$ cat config.mk
export PLATFORM = sky130hd
export DESIGN_NAME = id_decode_ctrl
export DESIGN_NICKNAME = d
export VERILOG_FILES = /design/src/rtl/id_decode_ctrl.sv
export SDC_FILE = /design/constraint.sdc
export NUM_CORES = 1
export LEC_CHECK = 0
export CORE_MARGIN = 2
export CORE_UTILIZATION = 45
export DETAILED_ROUTE_END_ITERATION = 7
export GPL_TIMING_DRIVEN = 1
export HOLD_SLACK_MARGIN = 0.12
export PLACE_DENSITY = 0.76
export SYNTH_ARGS = -nofsm -noshare
export SYNTH_HDL_FRONTEND = slang
export SYNTH_SLANG_ARGS = --single-unit
$ cat constraint.sdc
create_clock -name clk -period 4.55 [get_ports clk]
set_clock_uncertainty 0.15 [all_clocks]
set_input_delay 0.6825 -clock clk [delete_from_list [all_inputs] [get_ports clk]]
set_output_delay 0.6825 -clock clk [all_outputs]
set_load 0.03 [all_outputs]
$ cat src/rtl/id_decode_ctrl.sv
// ID/EX control register for the RV32I pipeline: decode, load-use scoreboard,
// redirect flush, illegal-instruction flag and a saturating stall counter.
module id_decode_ctrl #(
  parameter int LOAD_LAT = 1,
  parameter int CNT_W    = 32
) (
  input  logic             clk,
  input  logic             rst,
  input  logic             in_valid,
  input  logic [31:0]      instr,
  output logic             in_ready,
  input  logic             flush,
  input  logic             ex_ready,
  output logic             out_valid,
  output logic             branch,
  output logic             jump,
  output logic             mem_read,
  output logic             mem_to_reg,
  output logic             alu_src,
  output logic             reg_write,
  output logic [1:0]       mem_write,
  output logic [4:0]       rd,
  output logic             illegal,
  output logic [CNT_W-1:0] stall_cycles
);

  localparam logic [6:0] OPC_LUI    = 7'b0110111;
  localparam logic [6:0] OPC_AUIPC  = 7'b0010111;
  localparam logic [6:0] OPC_JAL    = 7'b1101111;
  localparam logic [6:0] OPC_JALR   = 7'b1100111;
  localparam logic [6:0] OPC_BRANCH = 7'b1100011;
  localparam logic [6:0] OPC_LOAD   = 7'b0000011;
  localparam logic [6:0] OPC_STORE  = 7'b0100011;
  localparam logic [6:0] OPC_OP_IMM = 7'b0010011;
  localparam logic [6:0] OPC_OP     = 7'b0110011;

  typedef struct packed {
    logic       branch;
    logic       jump;
    logic       mem_read;
    logic       mem_to_reg;
    logic       alu_src;
    logic       reg_write;
    logic [1:0] mem_write;
    logic [4:0] rd;
    logic       illegal;
  } ctrl_t;

  function automatic ctrl_t decode(input logic [31:0] ins);
    ctrl_t c;
    c = '0;
    case (ins[6:0])
      OPC_LUI, OPC_AUIPC, OPC_OP_IMM: begin
        c.alu_src   = 1'b1;
        c.reg_write = 1'b1;
      end
      OPC_JAL, OPC_JALR: begin
        c.jump      = 1'b1;
        c.alu_src   = 1'b1;
        c.reg_write = 1'b1;
      end
      OPC_BRANCH: c.branch = 1'b1;
      OPC_LOAD: begin
        if (ins[14:12] == 3'b011 || ins[14:13] == 2'b11) begin
          c.illegal = 1'b1;
        end else begin
          c.mem_read   = 1'b1;
          c.mem_to_reg = 1'b1;
          c.alu_src    = 1'b1;
          c.reg_write  = 1'b1;
        end
      end
      OPC_STORE: begin
        case (ins[14:12])
          3'b000:  c.mem_write = 2'b01;
          3'b001:  c.mem_write = 2'b10;
          3'b010:  c.mem_write = 2'b11;
          default: c.illegal   = 1'b1;
        endcase
        c.alu_src = ~c.illegal;
      end
      OPC_OP: begin
        if (ins[31:25] == 7'h00 || ins[31:25] == 7'h20) c.reg_write = 1'b1;
        else c.illegal = 1'b1;
      end
      default: c.illegal = 1'b1;
    endcase
    // Illegal words leave only the flag set so they cannot create a pending load.
    c.rd = c.illegal ? 5'd0 : ins[11:7];
    return c;
  endfunction

  function automatic logic uses_rs1(input logic [6:0] op);
    return op inside {OPC_JALR, OPC_BRANCH, OPC_LOAD, OPC_STORE, OPC_OP_IMM, OPC_OP};
  endfunction

  function automatic logic uses_rs2(input logic [6:0] op);
    return op inside {OPC_BRANCH, OPC_STORE, OPC_OP};
  endfunction

  function automatic logic src_match(input logic used, input logic [4:0] rs,
                                     input logic [4:0] dst);
    return used && (rs != 5'd0) && (rs == dst);
  endfunction

  function automatic logic [CNT_W-1:0] sat_inc(input logic [CNT_W-1:0] v);
    return (&v) ? v : v + {{(CNT_W-1){1'b0}}, 1'b1};
  endfunction

  // Stage p0: decode and hazard detection on the IF/ID word
  logic [4:0] rs1_p0;
  logic [4:0] rs2_p0;
  logic       use1_p0;
  logic       use2_p0;
  ctrl_t      dec_p0;
  ctrl_t      ctrl_p1;
  logic       vld_p1;
  logic [CNT_W-1:0] stall_q;
  logic       idex_hit;
  logic       sb_hit;
  logic       hazard;
  logic       accept;
  logic       fire_load;

  assign rs1_p0  = instr[19:15];
  assign rs2_p0  = instr[24:20];
  assign use1_p0 = uses_rs1(instr[6:0]);
  assign use2_p0 = uses_rs2(instr[6:0]);
  assign dec_p0  = decode(instr);

  assign idex_hit = vld_p1 && ctrl_p1.mem_read && (ctrl_p1.rd != 5'd0) &&
                    (src_match(use1_p0, rs1_p0, ctrl_p1.rd) ||
                     src_match(use2_p0, rs2_p0, ctrl_p1.rd));
  assign hazard    = in_valid && (idex_hit || sb_hit);
  assign in_ready  = ~rst && ~flush && ~hazard && (~vld_p1 || ex_ready);
  assign accept    = in_valid && in_ready;
  assign fire_load = vld_p1 && ex_ready && ctrl_p1.mem_read && (ctrl_p1.rd != 5'd0);

  // Loads that have left ID/EX but whose data is not yet forwardable.
  if (LOAD_LAT > 1) begin : g_sb
    localparam int N = LOAD_LAT - 1;
    logic [N-1:0] sb_vld;
    logic [4:0]   sb_rd [N];

    always_ff @(posedge clk or posedge rst) begin
      if (rst) begin
        sb_vld <= '0;
      end else if (ex_ready) begin
        sb_vld[0] <= fire_load;
        for (int i = 1; i < N; i++) sb_vld[i] <= sb_vld[i-1];
      end
    end

    always_ff @(posedge clk) begin
      if (ex_ready) begin
        sb_rd[0] <= ctrl_p1.rd;
        for (int i = 1; i < N; i++) sb_rd[i] <= sb_rd[i-1];
      end
    end

    always_comb begin
      sb_hit = 1'b0;
      for (int i = 0; i < N; i++) begin
        if (sb_vld[i] && (src_match(use1_p0, rs1_p0, sb_rd[i]) ||
                          src_match(use2_p0, rs2_p0, sb_rd[i])))
          sb_hit = 1'b1;
      end
    end
  end else begin : g_no_sb
    assign sb_hit = 1'b0;
  end

  // Stage p1: ID/EX control register
  always_ff @(posedge clk or posedge rst) begin
    if (rst) begin
      vld_p1  <= 1'b0;
      ctrl_p1 <= '0;
    end else if (flush) begin
      vld_p1  <= 1'b0;
      ctrl_p1 <= '0;
    end else if (accept) begin
      vld_p1  <= 1'b1;
      ctrl_p1 <= dec_p0;
    end else if (ex_ready) begin
      vld_p1  <= 1'b0;
      ctrl_p1 <= '0;
    end
  end

  always_ff @(posedge clk or posedge rst) begin
    if (rst) stall_q <= '0;
    else if (hazard && !flush) stall_q <= sat_inc(stall_q);
  end

  assign out_valid    = vld_p1;
  assign branch       = ctrl_p1.branch;
  assign jump         = ctrl_p1.jump;
  assign mem_read     = ctrl_p1.mem_read;
  assign mem_to_reg   = ctrl_p1.mem_to_reg;
  assign alu_src      = ctrl_p1.alu_src;
  assign reg_write    = ctrl_p1.reg_write;
  assign mem_write    = ctrl_p1.mem_write;
  assign rd           = ctrl_p1.rd;
  assign illegal      = ctrl_p1.illegal;
  assign stall_cycles = stall_q;

endmodule

==> out/results.ini <==
[logic_synthesis]
synth.most_common_cell = dfrtp_1
ys_async_sr_fraction_pct = 100
ys_warn_count = 0
synth_cell_type_count = 45
yosysTopAreaCell = dfrtp_1
syn_inst = 289
synth_commonest_cells = 46 x dfrtp_1, 40 x nand2_1, 30 x xnor2_1
synth_top_area_share_pct = 43.3
synth_edf_count = 0
synth_top_cells_by_area = dfrtp_1 43%, xnor2_1 9.9%, nand2_1 5.6%
synthesis.nets = 327
yosysSeqAreaShare_pct = 43.3
ys_seq_elements = 46
synth_area_um2 = 2660
syn_avg_cell_area_um2 = 9.20
synth_ff_type = dfrtp_1

[worst_setup_path]
critical-path-max-stage-delay_ns = 0.69
r2r_cells = 7
cpLargestDelayFamily = buffers and inverters
reg2reg_slack_ns = 1.97
timing.rr.start = stall_cycles[0]
crit_top_cell = clkdlybuf4s50_1
cp-end-kind = output port
crit_buf_inv = 3
required_ns = 3.72
path_cells = clkdlybuf4s50_1, nor2_2, a21boi_0, inv_1, a21oi_1, clkdlybuf4s50_1
criticalPathCategory = in2out
setup.worst_path.start_class = input pin
path_max_fanout = 7
slowest_stage = clkdlybuf4s50_1
arrival_ns = 3.05
worstReg2RegEnd = stall_cycles[1]

[sta]
tightestPinTransition_ns = 0.922
layout_min_cycle_time_ns = 3.89
period_share_pct = 85.4
slew_headroom_pct = 38.3
setup_violations = 0
worst_slack_ns = 0.664
setup_tns_ns = 0
holdWs_ns = 0.361
drv_slew = 0
hold_viol = 0
rsz0062_at_grt = no
max_freq_mhz = 257

[routing]
drt_iter0_drc = 108
wl_per_cell_um = 14.7
vias = 2462
routed_wl_um = 6590
ant_nets = 0
via_per_inst = 5.51
remaining_drc_errors = 0
firstDrtPassIters = 4

[place]
dp_slack_ns = 0.671
dp.cells = 439
place.gp.congestion = 0.832
post-dp-hpwl_um = 4820
port_buffers = 83

[power_and_ir_drop]
p_per_area_nw_per_um2 = 207
vdd.ir_drop.worst_v = 0.000251
p_leak_nw = 1.40

[cts]
cts_setup_buffers = 0
cts-root-buf = clkbuf_8
cts.clk_slew.worst_paths_ns = 0.08
cts_tree = done
clk_path_buf_depth = 2
cts_sinks = 46
ctsHoldBuffers = 0
post_cts_resized = 0
insertion_delay_ns = 0.30
htree_levels = 2
cts_buffers = 5

[grt]
grt_start_max_net_pins = 47
antenna_found_initial = 0
grt_overflow = 0
grt_first_pass_wirelength_um = 10600
grtUsageTotal_pct = 20.4
first_global_vias = 2355

[run_status]
status = complete, no violations

[hold_path]
hold_path_class = reg2reg
hold_start = stall_cycles[7]
min_to = stall_cycles[7]
hold_path_depth = 1

[final_layout]
nNetsFinal = 409
seq_area_um2 = 1150
drive_above_1_share_pct = 6.45
n_fill_cell = 534
finish.utilization_pct = 62.5
syn2layout_area_growth_pct = 36.7
antenna_cells = 0
multiInputGateArea_um2 = 1420
stdcell_count = 447

[floorplanning]
die_y_um = 80.9
design.portCount = 85
dieArea_um2 = 6540
row_count = 28
coreArea_um2 = 5820
dieWidth_um = 80.9
start_util_pct = 45.7

[job]
maxCapViolations = 0

==> worst reg2reg max path, cell delays in order (launching register included) <==
cell and delay [ns]:
dfrtp_1 0.44, ha_1 0.23, nand3_1 0.16, nor4_2 0.10, a31o_2 0.24, nor2_1 0.62
nand2_1 0.21, mux2_2 0.32
==> per-layer routing <==
metal / vias to the layer above / GRT usage, % / share of wire (%)
li1: 1190 / - / -
met1: 1188 / 26.4 / 44
met2: 78 / 34.8 / 48
met3: 6 / 5.00 / 7.6
met4: 0 / 4.07 / 0.83
met5: - / 0 / 0
==> registers in the layout (all words and copies together) (netlist names) <==
signal / count
rd: 5
stall_cycles: 32
jump: 1
illegal: 1
out_valid: 1
branch: 1
mem_write: 2
alu_src: 1
reg_write: 1
mem_read: 1
==> worst max path at each step <==
stage,from,end,slack (ns),cells past startpoint
2_1_floorplan,instr[15],in_ready,1.66,6
3_3_place_gp,flush,in_ready,0.69,6
3_5_place_dp,flush,in_ready,0.67,6
4_1_cts,flush,in_ready,0.66,6
5_1_grt,flush,in_ready,0.49,6
6_report,flush,in_ready,0.66,6
==> metrics by stage <==
stage	power, mW	instance area, µm²
6_report	0.752	3640
5_1_grt	0.785	3640
4_1_cts	0.758	3640
3_5_place_dp	0.503	3540
3_3_place_gp	0.501	3540
2_1_floorplan	0.456	2660
==> cell families after synthesis <==
family | synth area share (%)
buf+inv | 3.20
compound gates | 9.08
simple gates | 27.2
mux | 4.23
fa+ha+maj | 0.470
xor+xnor | 12.5
flops | 43.3
==> where the power goes <==
group / total, mW / internal (mW) / leakage (nW) / switching (mW)
logic: 0.0829 / 0.0418 / 0.709 / 0.0411
clock network: 0.258 / 0.123 / 0.0482 / 0.135
registers: 0.411 / 0.410 / 0.642 / 0.00144
total: 0.752 / 0.574 / 1.40 / 0.178
==> cell type report <==
type	instances	area share, %
repair buffers	85	23.3
well taps	75	2.58
multi-input cells	225	39.2
clock inverters	1	0.138
clock buffers	7	2.37
flip-flops and latches	46	31.7
inverters	8	0.826
==> cells in the final DEF (no fill, tap or decap), drive strengths merged, types with 8 or more instances in the layout <==
cell type and n:
a21oi 11, nand4 12, nand3 26, dfrtp 46, nor3 17, xor2 8, mux2i 9, xnor2 30
nand2 40, clkdlybuf4s50 83, nor2 15
Power figures use the tool's default switching activity.
